**config.mk**
```make
export PLATFORM = sky130hd
export DESIGN_NAME = memory_controller
export DESIGN_NICKNAME = d
export VERILOG_FILES = /design/src/rtl/memory_controller.sv
export SDC_FILE = /design/constraint.sdc
export NUM_CORES = 1
export LEC_CHECK = 0
export BUFFER_PORTS_ARGS = -buffer_cell sky130_fd_sc_hd__buf_2
export CAP_MARGIN = 15
export CORE_AREA = 2 2 155 157
export DETAILED_ROUTE_END_ITERATION = 16
export DIE_AREA = 0 0 157 159
export PLACE_DENSITY = 0.79
export SYNTH_ARGS = -nofsm -noshare
export SYNTH_HDL_FRONTEND = slang
export SYNTH_SLANG_ARGS = --single-unit
export TNS_END_PERCENT = 10
```
**constraint.sdc**
```tcl
create_clock -name clk -period 4.26 [get_ports clk]
set_clock_uncertainty 0.15 [all_clocks]
set_input_delay 0.426 -clock clk [delete_from_list [all_inputs] [get_ports clk]]
set_output_delay 0.426 -clock clk [all_outputs]
set_load 0.01 [all_outputs]
```
**src/rtl/memory_controller.sv**
```systemverilog
// Byte-serial RAM controller for LSB loads/stores and IF fetches; `IO_STALL_EN holds IO writes while io_buffer_full_in.
// Reads complete n+1 edges after acceptance, writes n edges; LSB takes priority, rollback aborts reads only.
module memory_controller #(
  parameter int         ADDR_WIDTH   = 32,
  parameter logic [1:0] IO_HIGH_BITS = 2'b11
) (
  input  logic                  clk,
  input  logic                  rst,
  input  logic                  rollback_in,
  input  logic                  lsb_request_in,
  input  logic                  lsb_rw_in,
  input  logic [ADDR_WIDTH-1:0] lsb_address_in,
  input  logic [2:0]            lsb_goal_in,
  input  logic [31:0]           lsb_data_in,
  output logic                  lsb_ready_out,
  output logic [31:0]           lsb_data_out,
  input  logic                  if_request_in,
  input  logic [ADDR_WIDTH-1:0] if_address_in,
  output logic                  if_ready_out,
  output logic [31:0]           if_data_out,
  output logic [ADDR_WIDTH-1:0] ram_address_out,
  output logic                  ram_rw_out,
  output logic [7:0]            ram_data_out,
  input  logic [7:0]            ram_data_in,
  input  logic                  io_buffer_full_in
);

  localparam logic [1:0] IDLE      = 2'd0;
  localparam logic [1:0] LSB_READ  = 2'd1;
  localparam logic [1:0] LSB_WRITE = 2'd2;
  localparam logic [1:0] IF_READ   = 2'd3;

  logic [1:0]            state;
  logic                  pend_vld, pend_rw;
  logic [ADDR_WIDTH-1:0] pend_addr, base;
  logic [2:0]            pend_goal, goal, cnt;
  logic [31:0]           pend_data, wdata, rdata;

  logic                  rd_state, free, pend_ok, take_lsb, take_if, take_w, stall;
  logic [ADDR_WIDTH-1:0] waddr;
  logic [7:0]            wbyte;
  logic [31:0]           rdata_nxt, wsrc;
  logic [1:0]            widx;
  logic [2:0]            cnt_m1;

  always_comb begin
    rd_state = (state == LSB_READ) || (state == IF_READ);
    free     = (state == IDLE) ||
               ((cnt == goal) && ((state == LSB_WRITE) || (rd_state && !rollback_in)));
    pend_ok  = pend_vld && (pend_rw || !rollback_in);
    take_lsb = free && pend_ok;
    // IF also yields to an LSB pulse landing this edge, so the LSB is served on the next one.
    take_if  = free && !pend_ok && if_request_in && !rollback_in && !lsb_request_in &&
               (state != IF_READ);
    take_w    = take_lsb && pend_rw;
    wsrc      = take_w ? pend_data : wdata;
    widx      = take_w ? 2'd0 : cnt[1:0];
    wbyte     = 8'(wsrc >> {widx, 3'b000});
    waddr     = take_w ? pend_addr : base + ADDR_WIDTH'(cnt);
    cnt_m1    = cnt - 3'd1;
    rdata_nxt = rdata | (32'(ram_data_in) << {cnt_m1[1:0], 3'b000});
  end

`ifdef IO_STALL_EN
  assign stall = io_buffer_full_in && (waddr[17:16] == IO_HIGH_BITS);
`else
  logic unused_io_full;
  assign unused_io_full = io_buffer_full_in;
  assign stall = 1'b0;
`endif

  always_ff @(posedge clk) begin
    if (rst) begin
      state           <= IDLE;
      pend_vld        <= 1'b0;
      pend_rw         <= 1'b0;
      pend_addr       <= '0;
      pend_goal       <= '0;
      pend_data       <= '0;
      base            <= '0;
      goal            <= '0;
      cnt             <= '0;
      wdata           <= '0;
      rdata           <= '0;
      lsb_ready_out   <= 1'b0;
      lsb_data_out    <= '0;
      if_ready_out    <= 1'b0;
      if_data_out     <= '0;
      ram_address_out <= '0;
      ram_rw_out      <= 1'b0;
      ram_data_out    <= '0;
    end else begin
      lsb_ready_out <= 1'b0;
      if_ready_out  <= 1'b0;
      ram_rw_out    <= 1'b0;

      // A load arriving with rollback is speculative and never latched.
      if (lsb_request_in && (lsb_rw_in || !rollback_in)) begin
        pend_vld  <= 1'b1;
        pend_rw   <= lsb_rw_in;
        pend_addr <= lsb_address_in;
        pend_goal <= lsb_goal_in;
        pend_data <= lsb_data_in;
      end else if (take_lsb || (pend_vld && !pend_ok)) begin
        pend_vld <= 1'b0;
      end

      case (state)
        LSB_READ, IF_READ: begin
          if (rollback_in) begin
            state           <= IDLE;
            ram_address_out <= '0;
          end else begin
            cnt             <= cnt + 3'd1;
            ram_address_out <= base + ADDR_WIDTH'(cnt + 3'd1);
            if (cnt != 3'd0) rdata <= rdata_nxt;
            if (cnt == goal) begin
              state           <= IDLE;
              ram_address_out <= '0;
              if (state == IF_READ) begin
                if_ready_out <= 1'b1;
                if_data_out  <= rdata_nxt;
              end else begin
                lsb_ready_out <= 1'b1;
                lsb_data_out  <= rdata_nxt;
              end
            end
          end
        end
        LSB_WRITE: begin
          if (cnt == goal) begin
            state           <= IDLE;
            ram_address_out <= '0;
            lsb_ready_out   <= 1'b1;
          end else if (!stall) begin
            ram_rw_out      <= 1'b1;
            ram_address_out <= waddr;
            ram_data_out    <= wbyte;
            cnt             <= cnt + 3'd1;
          end
        end
        default: ram_address_out <= '0;
      endcase

      // Acceptance overrides the completion defaults so back-to-back requests lose no cycle.
      if (take_lsb) begin
        base            <= pend_addr;
        goal            <= pend_goal;
        wdata           <= pend_data;
        rdata           <= '0;
        cnt             <= '0;
        ram_address_out <= pend_addr;
        if (pend_rw) begin
          state <= LSB_WRITE;
          if (!stall) begin
            ram_rw_out   <= 1'b1;
            ram_data_out <= wbyte;
            cnt          <= 3'd1;
          end
        end else begin
          state <= LSB_READ;
        end
      end else if (take_if) begin
        state           <= IF_READ;
        base            <= if_address_in;
        goal            <= 3'd4;
        rdata           <= '0;
        cnt             <= '0;
        ram_address_out <= if_address_in;
      end
    end
  end

endmodule

```
[After elaboration in Yosys (flattened, before gate mapping)]
Cells that the tools add are included.
Operators by class
  add/sub/neg operators: 5
  shift operators: 2
  bitwise operators: 5
  equal/unequal tests: 7
  reductions and logical operators: 33
  mux-type cells: 41
Operators with widths (count)
  2-to-1 mux 32 bit: 9
  one-hot mux 32 bit (2 select lines): 1
  adder 32 x 3 -> 32 bit: 1
  adder 32 x 4 -> 32 bit: 1
  2-to-1 mux 8 bit: 4
  OR 32 bit: 1
  << shifter 8 x 5 -> 32 bit: 1
  right shift 32 x 5 -> 8 bit: 1
  2-to-1 mux 3 bit: 6
  logical AND 1 bit: 12
  2-to-1 mux 1 bit: 12
  2-to-1 mux 2 bit: 6
  != test 4 bit, second input constant: 2
  AND reduction 4 bit: 2
  logical OR 1 bit: 6
  one-hot mux 3 bit (2 select lines): 1
  AND reduction 3 bit: 2
  adder 3 x 1 -> 4 bit, second input constant: 1
  == test 2 bit, second input constant: 2
  NOT 1 bit: 4
  one-hot mux 2 bit (2 select lines): 1
  nonzero test 2 bit: 2
  nonzero test 4 bit: 1
  OR reduction 4 bit: 1
  11 further kinds: 13
Word-level totals
  output and inout bits: 107
  bits in registers: 280

[Depth between registers and ports, before layout]
Gate-level depths: netlist of the first run.
  depth in word-level cells: 14
  gate-level depth with buffers: 11
  mapped depth without buffers: 9

[Worst setup path before layout of the first run]
Ideal clock, no wire load.
  path type: register to register
  start: reg cnt[0]
  end: reg ram_address_out[28]
  buffers on the path: 2
  stages on the path, launching flop included: 12
  data required time: 4027 ps
  setup slack: 901 ps
  setup time: 83 ps
  arrival: 3126 ps
  period minus slack after synthesis: 3359 ps
  cell sequence: dfxtp_1 > buf_2 > buf_1 > inv_1 > ha_1 > fa_1 > nand2b_1 > a2111oi_2 > and2_1 > nand3_1 > xor2_1 > o221ai_1
Between the ends
  word-level cells in the longest chain between the ends: 10
  elaborated cells between the ends (all ways): 20
Ends and longest elaborated chain
  start, declared: line 36  | logic [2:0] pend_goal, goal, cnt;
  start signal, assigned: line 114  | cnt <= cnt + 3'd1;
  start signal, assigned: line 139  | cnt <= cnt + 3'd1;
  parallel branches: the longest is 9 deep, another holds adder 32 x 4 -> 32 bit
  2-to-1 mux 32 bit (*): line 146  | if (take_lsb) begin
  end signal, assigned: line 137  | ram_address_out <= waddr;
  end signal, assigned: line 152  | ram_address_out <= pend_addr;
  end signal, assigned: line 169  | ram_address_out <= if_address_in;
  end, declared: line 21  | output logic [ADDR_WIDTH-1:0] ram_address_out,
Every way passes the cells marked *.
A chain may end at the register's enable or synchronous reset.

[Worst setup path after layout of the first run]
  start: reg cnt[0]
  end: reg if_data_out[12]
Between the ends
  word-level cells in the longest chain between the ends: 3
  elaborated cells between the ends (all ways): 5
Ends and longest elaborated chain
  subtractor 2 x 1 -> 2 bit: line 60  | cnt_m1 = cnt - 3'd1;
  << shifter 8 x 5 -> 32 bit: line 61  | rdata_nxt = rdata | (32'(ram_data_in) << {cnt_m1[1:0], 3'b000});
  OR 32 bit: line 61
  end signal, assigned: line 122  | if_data_out <= rdata_nxt;
  end, declared: line 20  | output logic [31:0] if_data_out,
Several ways; a longest one is shown, not always the timed one.

==> impl_results.html, run 1 <==
<table>
<tr><th>Metric</th><th>Value</th></tr>
<tr><th colspan="2">Status</th></tr>
<tr><td>Status</td><td>finished clean</td></tr>
<tr><th colspan="2">Route</th></tr>
<tr><td>Remaining design rule violation count</td><td>0</td></tr>
<tr><td>Via count</td><td>between 10,000 and 15,000</td></tr>
<tr><td>Number of violations reported at the end of detailed-routing iteration 0</td><td>around 1,100</td></tr>
<tr><td>Number of nets with antenna violations after detailed routing</td><td>0</td></tr>
<tr><td>Detailed-route wire length</td><td>between 30,000 and 40,000 µm</td></tr>
<tr><td>Per-cell via count in the routed design</td><td>roughly 5.6</td></tr>
<tr><td>Mean routed wirelength per cell</td><td>roughly 17 µm</td></tr>
<tr><td>Iteration count of the initial detailed-routing pass</td><td>6</td></tr>
<tr><th colspan="2">Clock tree</th></tr>
<tr><td>Clock-pin slew of the registers on the worst-case setup and hold paths</td><td>roughly 0.060 ns</td></tr>
<tr><td>Clock sinks</td><td>280</td></tr>
<tr><td>Clock tree from TritonCTS</td><td>yes</td></tr>
<tr><td>Buffer cell driving the clock tree root</td><td>sky130_fd_sc_hd__clkbuf_16</td></tr>
<tr><td>Clk_lat worst skew</td><td>between 0.5 and 0.6 ns</td></tr>
<tr><td>H-tree Lvls</td><td>1</td></tr>
<tr><td>Number of buffers on the longest clock path</td><td>3</td></tr>
<tr><td>Buffer count from post-CTS setup fixing</td><td>0</td></tr>
<tr><td>TritonCTS buffer count</td><td>28</td></tr>
<tr><th colspan="2">Floorplan</th></tr>
<tr><td>Area of the die</td><td>25,000 µm²</td></tr>
<tr><td>DIE WIDTH</td><td>157 µm</td></tr>
<tr><td>Row Count</td><td>56</td></tr>
<tr><td>Core region area</td><td>~23,000 µm²</td></tr>
<tr><td>Starting Density</td><td>0.497</td></tr>
<tr><td>Y dimension of the die</td><td>roughly 160 µm</td></tr>
<tr><td>I/O pin cnt</td><td>about 220</td></tr>
<tr><th colspan="2">Hold path</th></tr>
<tr><td>Classification of the worst-slack hold path</td><td>in2reg</td></tr>
<tr><th colspan="2">Yosys</th></tr>
<tr><td>Netlist area before placement</td><td>roughly 12,000 µm²</td></tr>
<tr><td>Main combinational cell family by area after synthesis</td><td>compound AO/OA/AOI/OAI gates</td></tr>
<tr><td>Number of enable-type register cells in the synthesized netlist</td><td>0</td></tr>
<tr><td>Number of distinct library cell variants in the gate-level netlist after synthesis</td><td>around 60</td></tr>
<tr><td>Portion of synthesized cell area occupied by the leading cell type</td><td>0.486</td></tr>
<tr><td>Leading cell types by total area after synthesis</td><td>sky130_fd_sc_hd__dfxtp_1, sky130_fd_sc_hd__nand2_1, sky130_fd_sc_hd__a21oi_1, sky130_fd_sc_hd__nor2_1, sky130_fd_sc_hd__a211oi_1</td></tr>
<tr><td>Area share of xor/xnor cells in the synthesized design</td><td>0.0348</td></tr>
<tr><td>Multiplexer share of the synthesized area</td><td>0.0174</td></tr>
<tr><td>Share of the synthesized area in compound gates (AO/OA/AOI/OAI)</td><td>0.210</td></tr>
<tr><td>Most area-hungry cell type in the Yosys netlist</td><td>sky130_fd_sc_hd__dfxtp_1</td></tr>
<tr><td>Fraction of the mapped netlist area in simple logic gates</td><td>0.198</td></tr>
<tr><td>Yosys reg bits</td><td>280</td></tr>
<tr><td>Gate Count Post-Synth</td><td>1,396</td></tr>
<tr><td>Share of the yosys chip area belonging to registers</td><td>0.486</td></tr>
<tr><td>Syn Area/Cell</td><td>8.26 µm²</td></tr>
<tr><td>Synth warn</td><td>0</td></tr>
<tr><td>Most instantiated flip-flop cell in the synthesis netlist</td><td>sky130_fd_sc_hd__dfxtp_1</td></tr>
<tr><td>Synth Area in Adders</td><td>0.0111</td></tr>
<tr><td>Net count after synthesis</td><td>about 1,500</td></tr>
<tr><td>Async set-reset flop share out of synthesis</td><td>0</td></tr>
<tr><th colspan="2">Timing</th></tr>
<tr><td>Unrepaired setup endpoints after global routing</td><td>no</td></tr>
<tr><td>Upper clock frequency limit</td><td>315 MHz</td></tr>
<tr><td>Slew at the pin closest to its max-slew limit</td><td>about 1.0 ns</td></tr>
<tr><td>Total count of hold-check failures in the final report</td><td>0</td></tr>
<tr><td>Number of slew-limit violations in the final report</td><td>0</td></tr>
<tr><td>Fraction of the cycle the final worst path needs</td><td>0.746</td></tr>
<tr><td>Worst slew margin relative to its limit</td><td>0.303</td></tr>
<tr><td>Time the final worst path needs with I/O delays and setup</td><td>~3.2 ns</td></tr>
<tr><td>Endpoints failing setup</td><td>0</td></tr>
<tr><td>Setup_tns</td><td>0 ns</td></tr>
<tr><td>Worst Hold Margin</td><td>between 0.003 and 0.004 ns</td></tr>
<tr><th colspan="2">Global route</th></tr>
<tr><td>Maximum number of pins on one net before global-route repair</td><td>104</td></tr>
<tr><td>Vias in the first global route</td><td>approximately 11,000</td></tr>
<tr><td>Global routing usage summed across all routing layers</td><td>0.260</td></tr>
<tr><td>Antenna violations before repair</td><td>4</td></tr>
<tr><td>Aggregate global routing overflow</td><td>0</td></tr>
<tr><td>First-pass GRT wire length</td><td>53,100 µm</td></tr>
<tr><th colspan="2">Worst setup path</th></tr>
<tr><td>Kind of end point of the critical path</td><td>flip-flop</td></tr>
<tr><td>Critical path data required time</td><td>approximately 4.5 ns</td></tr>
<tr><td>CP Max Fanout</td><td>40</td></tr>
<tr><td>Worst Setup Start Kind</td><td>flip-flop</td></tr>
<tr><td>Crit path arrival time</td><td>roughly 3.5 ns</td></tr>
<tr><td>Critical Setup Path Class</td><td>reg2reg</td></tr>
<tr><th colspan="2">Placement</th></tr>
<tr><td>Input/output buffers</td><td>219</td></tr>
<tr><td>DPL Wire Length</td><td>22,300 µm</td></tr>
<tr><td>Area after DPL</td><td>about 13,000 µm²</td></tr>
<tr><td>Final weighted congestion in routability-driven placement</td><td>just over 0.9</td></tr>
<tr><th colspan="2">Final layout</th></tr>
<tr><td>Number of nets in the final layout</td><td>1,762</td></tr>
<tr><td>Filler cell count in the final layout</td><td>1,964</td></tr>
<tr><td>Post-layout instance area</td><td>roughly 15,000 µm²</td></tr>
<tr><td>Area overhead of the layout relative to synthesis</td><td>26.1%</td></tr>
<tr><td>Utilization of the core after routing</td><td>0.627</td></tr>
<tr><td>Share of final-layout standard cells stronger than drive strength 1</td><td>0.184</td></tr>
<tr><th colspan="2">Pwr</th></tr>
<tr><td>Switching part of the total</td><td>0.235</td></tr>
<tr><td>Cell area power density</td><td>around 400 nW/µm²</td></tr>
<tr><td>Share of total power in combinational logic</td><td>0.082</td></tr>
<tr><td>Total Power Consumption</td><td>5.69 mW</td></tr>
<tr><td>Reported leakage power</td><td>slightly below 6 nW</td></tr>
<tr><td>Power spent charging and discharging nets</td><td>~1.3 mW</td></tr>
<tr><td>Peak supply drop</td><td>~0.28 mV</td></tr>
<tr><td>Clock group share of total power</td><td>0.433</td></tr>
<tr><td>Seq pwr share</td><td>0.485</td></tr>
<tr><td>Cell Int Power</td><td>4.35 mW</td></tr>
<tr><th colspan="2">Run</th></tr>
<tr><td>Max_cap viols</td><td>0</td></tr>
</table>
==> kinds of logic (layout without fill, tap and decap cells) <==
family,Yosys count,after routing
other,0,4
adder cells (fa/ha/maj),9,9
AND/OR/NAND/NOR,543,543
multiplexers,10,10
flip-flops,280,280
buffers and inverters,127,387
XOR/XNOR,45,45
AO/OA/AOI/OAI,382,382
==> power by group through the flow <==
stage	Clock [mW]	Sequential, mW	Combinational, mW
2_1_floorplan	0	2.80	0.250
3_3_place_gp	0	2.81	0.391
3_5_place_dp	0	2.82	0.399
4_1_cts	2.49	2.76	0.458
5_1_grt	2.61	2.77	0.510
6_report	2.46	2.76	0.464
==> critical path, stage by stage, from the launching register on <==
cell and delay, ns:
sky130_fd_sc_hd__dfxtp_1 0.36, sky130_fd_sc_hd__buf_4 0.33, sky130_fd_sc_hd__xor2_2 0.21, sky130_fd_sc_hd__nor3_1 0.61, sky130_fd_sc_hd__and3_2 0.64, sky130_fd_sc_hd__buf_4 0.46, sky130_fd_sc_hd__nor2_1 0.08, sky130_fd_sc_hd__a211oi_1 0.24
==> flip-flops by register name, summed over array words and instances (netlist names), 2 cells and up <==
register and cells:
pend_data 32, state 2, pend_goal 3, rdata 32, base 32, if_data_out 32
ram_address_out 32, wdata 32, cnt 3, goal 3, lsb_data_out 32, ram_data_out 8
pend_addr 32
==> metrics by stage <==
step / setup WS (ns) / instances
after global placement: 1.28 / 1848
after global routing: 0.800 / 1979
after CTS: 1.11 / 1975
after detailed placement: 1.15 / 1848
after floorplan: 0.901 / 1396
final: 1.08 / 1979
==> what timing repair did <==
| item | in CTS | in global routing |
|---|---|---|
| hold buffers | 80 | 0 |
| endpoints found under the hold margin | 85 | 0 |
| gates resized for setup | 0 | 0 |
==> worst paths after layout <==
kind,startpoint,end,slack [ns],depth (start not counted)
setup / recovery,cnt[0]$_SDFFE_PP0P_,if_data_out[12]$_SDFFE_PP0P_,1.08,7
hold / removal,if_address_in[24],base[24]$_SDFFE_PP0P_,0.004,3
setup reg to reg,cnt[0]$_SDFFE_PP0P_,if_data_out[12]$_SDFFE_PP0P_,1.08,7
hold reg to reg,pend_data[30]$_SDFFE_PP0P_,wdata[30]$_SDFFE_PP0N_,0.30,2
==> cell usage after synthesis, drive strengths merged (10+ instances only) <==
| master | n |
|---|---|
| o21ai | 29 |
| buf | 22 |
| a21oi | 183 |
| o221ai | 14 |
| a22oi | 26 |
| clkbuf | 86 |
| inv | 19 |
| nand4 | 14 |
| dfxtp | 280 |
| nor3 | 10 |
| and2 | 12 |
| and3 | 10 |
| xor2 | 24 |
| a211oi | 68 |
| xnor2 | 21 |
| nor2 | 144 |
| nand2 | 296 |
| nand3 | 28 |
==> metal layers <==
layer  share of wire  routed length, µm  global-route usage
met5               0                  0                   0
met4           0.030               1010               0.100
met3           0.078               2620              0.0498
met2            0.48              16300               0.436
met1            0.41              13800               0.331
==> final cells by class <==
class                      count  area, µm²  share of cell area
clock inverter                 7       90.1             0.00619
antenna                        4       10.0            0.000688
sequential                   280       5610               0.385
clock buffer                  40        827              0.0569
multi-input combinational    989       5470               0.376
tap                          319        399              0.0274
inverter                      19       71.3             0.00490
timing repair buffer         321       2070               0.142
==> layout by cell type (no fill, tap or decap), types with 4 or more instances in the layout <==
cell	netlist	routed
sky130_fd_sc_hd__a211oi_1	68	68
sky130_fd_sc_hd__a21oi_1	183	182
sky130_fd_sc_hd__a222oi_1	5	5
sky130_fd_sc_hd__a22o_1	4	4
sky130_fd_sc_hd__a22oi_1	26	26
sky130_fd_sc_hd__a311oi_1	8	8
sky130_fd_sc_hd__a31oi_1	6	6
sky130_fd_sc_hd__and2_1	12	12
sky130_fd_sc_hd__and3_1	10	9
sky130_fd_sc_hd__and4_1	5	5
sky130_fd_sc_hd__buf_2	7	218
sky130_fd_sc_hd__buf_4	3	22
sky130_fd_sc_hd__clkbuf_1	86	5
sky130_fd_sc_hd__clkbuf_16	0	29
sky130_fd_sc_hd__clkbuf_8	0	6
sky130_fd_sc_hd__dfxtp_1	280	280
sky130_fd_sc_hd__diode_2	0	4
sky130_fd_sc_hd__dlygate4sd3_1	0	80
sky130_fd_sc_hd__ha_1	7	7
sky130_fd_sc_hd__inv_1	19	19
sky130_fd_sc_hd__mux4_2	8	8
sky130_fd_sc_hd__nand2_1	296	296
sky130_fd_sc_hd__nand2b_1	6	6
sky130_fd_sc_hd__nand3_1	28	28
sky130_fd_sc_hd__nand4_1	14	14
sky130_fd_sc_hd__nor2_1	144	143
sky130_fd_sc_hd__nor2b_1	5	5
sky130_fd_sc_hd__nor3_1	10	9
sky130_fd_sc_hd__nor4_1	4	4
sky130_fd_sc_hd__o211ai_1	6	6
sky130_fd_sc_hd__o21ai_0	23	23
sky130_fd_sc_hd__o21ai_1	6	5
sky130_fd_sc_hd__o221ai_1	14	14
sky130_fd_sc_hd__o22ai_1	5	5
sky130_fd_sc_hd__xnor2_1	21	21
sky130_fd_sc_hd__xor2_1	23	23
(Power assumes the default switching activity.)
==> inputs of run 2 (changes only) <==
Settings changed: PLACE_DENSITY 0.79 to 0.82.
Clock period 4.26 ns to 2.7 ns, I/O delays scaled along.
==> impl_results.html, run 2 (synthesis results as in run 1) <==
<table>
<tr><th>Metric</th><th>Value</th></tr>
<tr><th colspan="2">Status</th></tr>
<tr><td>Status</td><td>finished clean</td></tr>
<tr><th colspan="2">Global route</th></tr>
<tr><td>Antenna violations before repair</td><td>1</td></tr>
<tr><td>Vias in the first global route</td><td>11,400</td></tr>
<tr><td>Aggregate global routing overflow</td><td>0</td></tr>
<tr><td>First-pass GRT wire length</td><td>approximately 58,000 µm</td></tr>
<tr><td>Global routing usage summed across all routing layers</td><td>0.284</td></tr>
<tr><td>Maximum number of pins on one net before global-route repair</td><td>65</td></tr>
<tr><th colspan="2">Route</th></tr>
<tr><td>Per-cell via count in the routed design</td><td>around 5.7</td></tr>
<tr><td>Mean routed wirelength per cell</td><td>17.6 µm</td></tr>
<tr><td>Number of nets with antenna violations after detailed routing</td><td>0</td></tr>
<tr><td>Number of violations reported at the end of detailed-routing iteration 0</td><td>1,153</td></tr>
<tr><td>Via count</td><td>~12,000</td></tr>
<tr><td>Remaining design rule violation count</td><td>0</td></tr>
<tr><td>Detailed-route wire length</td><td>~36,000 µm</td></tr>
<tr><td>Iteration count of the initial detailed-routing pass</td><td>6</td></tr>
<tr><th colspan="2">Hold path</th></tr>
<tr><td>Classification of the worst-slack hold path</td><td>in2reg</td></tr>
<tr><th colspan="2">Worst setup path</th></tr>
<tr><td>Crit path arrival time</td><td>2.87 ns</td></tr>
<tr><td>Critical path data required time</td><td>between 2 and 3 ns</td></tr>
<tr><td>Critical Setup Path Class</td><td>reg2reg</td></tr>
<tr><td>Worst Setup Start Kind</td><td>flip-flop</td></tr>
<tr><td>CP Max Fanout</td><td>5</td></tr>
<tr><td>Kind of end point of the critical path</td><td>flip-flop</td></tr>
<tr><th colspan="2">Clock tree</th></tr>
<tr><td>Buffer count from post-CTS setup fixing</td><td>0</td></tr>
<tr><td>Buffer cell driving the clock tree root</td><td>sky130_fd_sc_hd__clkbuf_16</td></tr>
<tr><td>TritonCTS buffer count</td><td>30</td></tr>
<tr><td>H-tree Lvls</td><td>1</td></tr>
<tr><td>Clock sinks</td><td>280</td></tr>
<tr><td>Clock-pin slew of the registers on the worst-case setup and hold paths</td><td>0.06 ns</td></tr>
<tr><td>Clk_lat worst skew</td><td>around 0.56 ns</td></tr>
<tr><td>Number of buffers on the longest clock path</td><td>3</td></tr>
<tr><td>Clock tree from TritonCTS</td><td>yes</td></tr>
<tr><th colspan="2">Pwr</th></tr>
<tr><td>Share of total power in combinational logic</td><td>0.090</td></tr>
<tr><td>Switching part of the total</td><td>0.239</td></tr>
<tr><td>Seq pwr share</td><td>0.475</td></tr>
<tr><td>Clock group share of total power</td><td>0.436</td></tr>
<tr><td>Total Power Consumption</td><td>9.18 mW</td></tr>
<tr><td>Reported leakage power</td><td>roughly 6.2 nW</td></tr>
<tr><td>Peak supply drop</td><td>0.369 mV</td></tr>
<tr><td>Power spent charging and discharging nets</td><td>2.20 mW</td></tr>
<tr><td>Cell area power density</td><td>approximately 600 nW/µm²</td></tr>
<tr><td>Cell Int Power</td><td>around 7 mW</td></tr>
<tr><th colspan="2">Timing</th></tr>
<tr><td>Worst setup margin</td><td>between 0.08 and 0.09 ns</td></tr>
<tr><td>Time the final worst path needs with I/O delays and setup</td><td>about 2.6 ns</td></tr>
<tr><td>Unrepaired setup endpoints after global routing</td><td>yes</td></tr>
<tr><td>Fraction of the cycle the final worst path needs</td><td>0.969</td></tr>
<tr><td>Total count of hold-check failures in the final report</td><td>0</td></tr>
<tr><td>Worst slew margin relative to its limit</td><td>0.408</td></tr>
<tr><td>Endpoints failing setup</td><td>0</td></tr>
<tr><td>Slew at the pin closest to its max-slew limit</td><td>a little under 0.9 ns</td></tr>
<tr><td>Number of slew-limit violations in the final report</td><td>0</td></tr>
<tr><td>Upper clock frequency limit</td><td>approximately 380 MHz</td></tr>
<tr><th colspan="2">Final layout</th></tr>
<tr><td>Share of final-layout standard cells stronger than drive strength 1</td><td>0.197</td></tr>
<tr><td>Post-layout instance area</td><td>approximately 15,000 µm²</td></tr>
<tr><td>Commonest non-fill, non-tap cells in the layout</td><td>sky130_fd_sc_hd__nand2_1, sky130_fd_sc_hd__dfxtp_1, sky130_fd_sc_hd__buf_2</td></tr>
<tr><td>Area overhead of the layout relative to synthesis</td><td>32.7%</td></tr>
<tr><td>Utilization of the core after routing</td><td>0.660</td></tr>
<tr><td>Most frequent standard cell in the layout excluding fill and tap cells</td><td>sky130_fd_sc_hd__nand2_1</td></tr>
<tr><td>Number of nets in the final layout</td><td>1,836</td></tr>
<tr><th colspan="2">Run</th></tr>
<tr><td>Max_cap viols</td><td>0</td></tr>
<tr><th colspan="2">Floorplan</th></tr>
<tr><td>Area of the die</td><td>around 25,000 µm²</td></tr>
<tr><td>Starting Density</td><td>0.497</td></tr>
<tr><td>I/O pin cnt</td><td>between 200 and 250</td></tr>
<tr><td>DIE WIDTH</td><td>157 µm</td></tr>
<tr><td>Row Count</td><td>56</td></tr>
<tr><td>Core region area</td><td>approximately 23,000 µm²</td></tr>
<tr><td>Y dimension of the die</td><td>159 µm</td></tr>
<tr><th colspan="2">Placement</th></tr>
<tr><td>Area after DPL</td><td>~13,000 µm²</td></tr>
<tr><td>DPL Wire Length</td><td>23,000 µm</td></tr>
<tr><td>Final weighted congestion in routability-driven placement</td><td>approximately 0.94</td></tr>
<tr><td>Input/output buffers</td><td>approximately 220</td></tr>
<tr><td>Post-place setup slack</td><td>a little over 0.08 ns</td></tr>
</table>
## run 2: metal layers
metal	wire [µm]	up-vias	GRT usage	part of all wire
li1	-	5482	-	-
met1	14500	5413	0.360	0.40
met2	16900	585	0.465	0.47
met3	2820	167	0.0542	0.078
met4	1800	0	0.136	0.050
met5	0	-	0	0
## run 2: final timing paths
kind | from | endpoint | slack, ns | cells past startpoint
setup / recovery | cnt[0]$_SDFFE_PP0P_ | ram_address_out[22]$_SDFF_PP0_ | 0.08 | 9
hold / removal | if_address_in[31] | base[31]$_SDFFE_PP0P_ | 0.04 | 4
setup reg to reg | cnt[0]$_SDFFE_PP0P_ | ram_address_out[22]$_SDFF_PP0_ | 0.08 | 9
hold reg to reg | wdata[31]$_SDFFE_PP0N_ | wdata[31]$_SDFFE_PP0N_ | 0.30 | 2
## run 2: power groups by stage
stage,Clock (mW),Sequential [mW],Combinational [mW]
5_1_grt,4.19,4.37,0.900
2_1_floorplan,0,4.42,0.397
6_report,4.00,4.36,0.822
3_3_place_gp,0,4.44,0.645
3_5_place_dp,0,4.44,0.660
4_1_cts,4.03,4.35,0.799
## run 2: timing repair
action | CTS | global route
setup endpoints to repair | 0 | 39
hold buffers | 120 | 0
hold endpoints to repair | 163 | 0
gates resized for setup | 0 | 5
## run 2: through the flow
step                      cells  hold WS [ns]  setup TNS [ns]
final                      2051        0.0410               0
after global routing       2051        0.0733          -0.132
after CTS                  2050        0.0274               0
after detailed placement   1880         0.297               0
after global placement     1880         0.292               0
after floorplan            1396         0.256         -0.0829
## run 2: cell type report
type                       count  area (µm²)
fill                        1781        7880
clock inverter                 7         103
clock buffer                  43         850
tap                          319         399
inverter                      19        71.3
multi-input combinational    989        5510
antenna                        1        2.50
sequential                   280        5610
timing repair buffer         393        2770
## run 2: critical path, stage by stage (launching register included)
cell and delay, ns:
sky130_fd_sc_hd__dfxtp_1 0.36, sky130_fd_sc_hd__inv_1 0.07, sky130_fd_sc_hd__ha_1 0.19, sky130_fd_sc_hd__fa_1 0.41, sky130_fd_sc_hd__nand2b_1 0.22, sky130_fd_sc_hd__a21o_1 0.26, sky130_fd_sc_hd__nor2_1 0.36, sky130_fd_sc_hd__nand3_1 0.15
sky130_fd_sc_hd__xor2_1 0.17, sky130_fd_sc_hd__o221ai_1 0.14
==> inputs of run 3 (changes only) <==
Settings changed: PLACE_DENSITY 0.82 to 0.72.
==> impl_results.html, run 3 (synthesis results as in run 1) <==
<table>
<tr><th>Metric</th><th>Value</th></tr>
<tr><th colspan="2">Final layout</th></tr>
<tr><td>Post-layout instance area</td><td>15,300 µm²</td></tr>
<tr><td>Utilization of the core after routing</td><td>0.660</td></tr>
<tr><td>Number of nets in the final layout</td><td>approximately 1,800</td></tr>
<tr><td>Sequential standard cell area</td><td>around 5600 µm²</td></tr>
<tr><td>Commonest non-fill, non-tap cells in the layout</td><td>sky130_fd_sc_hd__nand2_1, sky130_fd_sc_hd__dfxtp_1, sky130_fd_sc_hd__buf_2</td></tr>
<tr><td>Share of final-layout standard cells stronger than drive strength 1</td><td>0.206</td></tr>
<tr><td>Filler cell count in the final layout</td><td>1,933</td></tr>
<tr><td>Most frequent standard cell in the layout excluding fill and tap cells</td><td>sky130_fd_sc_hd__nand2_1</td></tr>
<tr><td>Area taken by multi-input logic gates</td><td>5520 µm²</td></tr>
<tr><td>Area overhead of the layout relative to synthesis</td><td>32.6%</td></tr>
<tr><th colspan="2">Pwr</th></tr>
<tr><td>Cell area power density</td><td>slightly above 600 nW/µm²</td></tr>
<tr><td>Reported leakage power</td><td>6.15 nW</td></tr>
<tr><td>Peak supply drop</td><td>between 0.4 and 0.5 mV</td></tr>
<tr><th colspan="2">Global route</th></tr>
<tr><td>GRT Max-Usage Layer</td><td>met2</td></tr>
<tr><td>Maximum number of pins on one net before global-route repair</td><td>65</td></tr>
<tr><td>Vias in the first global route</td><td>roughly 11,000</td></tr>
<tr><td>Met1 layer usage reported by global route</td><td>0.349</td></tr>
<tr><td>Global routing usage summed across all routing layers</td><td>0.269</td></tr>
<tr><td>GR Util met2</td><td>0.451</td></tr>
<tr><td>Aggregate global routing overflow</td><td>0</td></tr>
<tr><td>GR Layer Usage met3</td><td>0.0406</td></tr>
<tr><td>First-pass GRT wire length</td><td>between 50,000 and 60,000 µm</td></tr>
<tr><td>Antenna violations before repair</td><td>1</td></tr>
<tr><th colspan="2">Timing</th></tr>
<tr><td>Upper clock frequency limit</td><td>around 390 MHz</td></tr>
<tr><td>Endpoints failing setup</td><td>0</td></tr>
<tr><td>Time the final worst path needs with I/O delays and setup</td><td>about 2.6 ns</td></tr>
<tr><td>Worst slew margin relative to its limit</td><td>0.569</td></tr>
<tr><td>Number of slew-limit violations in the final report</td><td>0</td></tr>
<tr><td>Fraction of the cycle the final worst path needs</td><td>0.947</td></tr>
<tr><td>Worst setup margin</td><td>between 0.1 and 0.15 ns</td></tr>
<tr><td>Slew at the pin closest to its max-slew limit</td><td>0.640 ns</td></tr>
<tr><td>Unrepaired setup endpoints after global routing</td><td>no</td></tr>
<tr><td>Setup_tns</td><td>0 ns</td></tr>
<tr><td>Total count of hold-check failures in the final report</td><td>0</td></tr>
<tr><td>Worst Hold Margin</td><td>around 0.064 ns</td></tr>
<tr><th colspan="2">Worst setup path</th></tr>
<tr><td>Worst Setup Start Kind</td><td>flip-flop</td></tr>
<tr><td>Critical Setup Path Class</td><td>reg2reg</td></tr>
<tr><td>Crit path arrival time</td><td>~2.9 ns</td></tr>
<tr><td>Setup slack of the worst register-to-register path</td><td>approximately 0.14 ns</td></tr>
<tr><td>Number of cell instances on the worst register-to-register path</td><td>7</td></tr>
<tr><td>CP Max Fanout</td><td>6</td></tr>
<tr><td>Kind of end point of the critical path</td><td>flip-flop</td></tr>
<tr><td>Critical path data required time</td><td>approximately 3 ns</td></tr>
<tr><th colspan="2">Placement</th></tr>
<tr><td>Final weighted congestion in routability-driven placement</td><td>0.914</td></tr>
<tr><td>Area after DPL</td><td>~13,000 µm²</td></tr>
<tr><td>Post-place setup slack</td><td>about 0.067 ns</td></tr>
<tr><td>DPL Wire Length</td><td>22,900 µm</td></tr>
<tr><td>Input/output buffers</td><td>approximately 220</td></tr>
<tr><th colspan="2">Status</th></tr>
<tr><td>Status</td><td>finished clean</td></tr>
<tr><th colspan="2">Floorplan</th></tr>
<tr><td>DIE WIDTH</td><td>between 150 and 200 µm</td></tr>
<tr><td>I/O pin cnt</td><td>roughly 220</td></tr>
<tr><td>Row Count</td><td>56</td></tr>
<tr><td>Area of the die</td><td>between 20,000 and 25,000 µm²</td></tr>
<tr><td>Starting Density</td><td>0.497</td></tr>
<tr><td>Y dimension of the die</td><td>between 150 and 200 µm</td></tr>
<tr><td>Core region area</td><td>roughly 23,000 µm²</td></tr>
<tr><th colspan="2">Run</th></tr>
<tr><td>Max_cap viols</td><td>0</td></tr>
<tr><th colspan="2">Route</th></tr>
<tr><td>Iteration count of the initial detailed-routing pass</td><td>7</td></tr>
<tr><td>Number of violations reported at the end of detailed-routing iteration 0</td><td>a little over 800</td></tr>
<tr><td>Number of nets with antenna violations after detailed routing</td><td>0</td></tr>
<tr><td>Remaining design rule violation count</td><td>0</td></tr>
<tr><td>Detailed-route wire length</td><td>between 30,000 and 40,000 µm</td></tr>
<tr><td>Via count</td><td>~11,000</td></tr>
<tr><td>Mean routed wirelength per cell</td><td>roughly 17 µm</td></tr>
<tr><td>Per-cell via count in the routed design</td><td>about 5.4</td></tr>
<tr><th colspan="2">Clock tree</th></tr>
<tr><td>Clock-pin slew of the registers on the worst-case setup and hold paths</td><td>~0.07 ns</td></tr>
<tr><td>TritonCTS buffer count</td><td>28</td></tr>
<tr><td>Clock tree from TritonCTS</td><td>yes</td></tr>
<tr><td>H-tree Lvls</td><td>1</td></tr>
<tr><td>Clock sinks</td><td>280</td></tr>
<tr><td>Buffer cell driving the clock tree root</td><td>sky130_fd_sc_hd__clkbuf_16</td></tr>
<tr><td>Number of buffers on the longest clock path</td><td>3</td></tr>
<tr><td>Clk_lat worst skew</td><td>~0.55 ns</td></tr>
<tr><th colspan="2">Hold path</th></tr>
<tr><td>Classification of the worst-slack hold path</td><td>in2reg</td></tr>
<tr><td>Number of cells on the worst hold path</td><td>4</td></tr>
</table>
-- run 3: cell count changes in the layout (fill, tap and decap cells not counted), moves of 2 or more --
cell,change
sky130_fd_sc_hd__buf_4,+6
sky130_fd_sc_hd__clkbuf_1,-5
sky130_fd_sc_hd__clkinvlp_4,+3
sky130_fd_sc_hd__clkbuf_8,+3
sky130_fd_sc_hd__dlygate4sd3_1,-9
sky130_fd_sc_hd__nand2b_4,+2
sky130_fd_sc_hd__buf_12,-2
-- run 3: metal layers --
layer	part of all wire	wire, µm	vias to the layer above
met3	0.060	2060	92
met5	0	0	-
met1	0.42	14600	5184
met4	0.036	1230	0
li1	-	-	5488
met2	0.48	16700	402
-- run 3: what timing repair did --
item | CTS | global route
setup endpoints to repair | 0 | 39
hold endpoints to repair | 163 | 0
hold buffers | 111 | 0
setup buffers | 0 | 1
resized for setup | 0 | 9
-- run 3: critical path, stage by stage (launching register included) --
cell and delay, ns:
sky130_fd_sc_hd__dfxtp_1 0.41, sky130_fd_sc_hd__ha_1 0.38, sky130_fd_sc_hd__a21oi_1 0.42, sky130_fd_sc_hd__nand2_1 0.24, sky130_fd_sc_hd__and2_1 0.24, sky130_fd_sc_hd__a22o_1 0.23
sky130_fd_sc_hd__a41o_1 0.24, sky130_fd_sc_hd__nand2b_1 0.14
-- run 3: power breakdown --
part | internal [mW] | total, mW | leakage [nW] | switching (mW)
registers | 4.26 | 4.35 | 2.27 | 0.0949
clock network | 2.47 | 4.11 | 0.486 | 1.64
logic | 0.355 | 0.802 | 3.39 | 0.448
total | 7.08 | 9.26 | 6.15 | 2.18
-- run 3: area by class of cell --
type,count,area share
clock buffers,40,0.0554
well taps,319,0.0261
inverters,19,0.00466
repair buffers,389,0.176
clock inverters,12,0.00981
diodes,1,0.000164
multi-input cells,989,0.361
flip-flops and latches,280,0.366
-- run 3: final timing paths --
path                                   from                              to
setup / recovery        cnt[2]$_SDFFE_PP0P_  ram_address_out[31]$_SDFF_PP0_
setup reg to reg        cnt[2]$_SDFFE_PP0P_  ram_address_out[31]$_SDFF_PP0_
hold reg to reg   pend_goal[0]$_SDFFE_PP0P_            goal[0]$_SDFFE_PP0P_
hold / removal                  rollback_in           state[1]$_SDFFE_PP0P_
-- run 3: metrics by stage --
stage / instances / total power, mW
CTS: 2047 / 9.32
global placement: 1884 / 5.09
finish: 2049 / 9.26
floorplan: 1396 / 4.82
global route: 2049 / 9.59
detailed placement: 1884 / 5.10
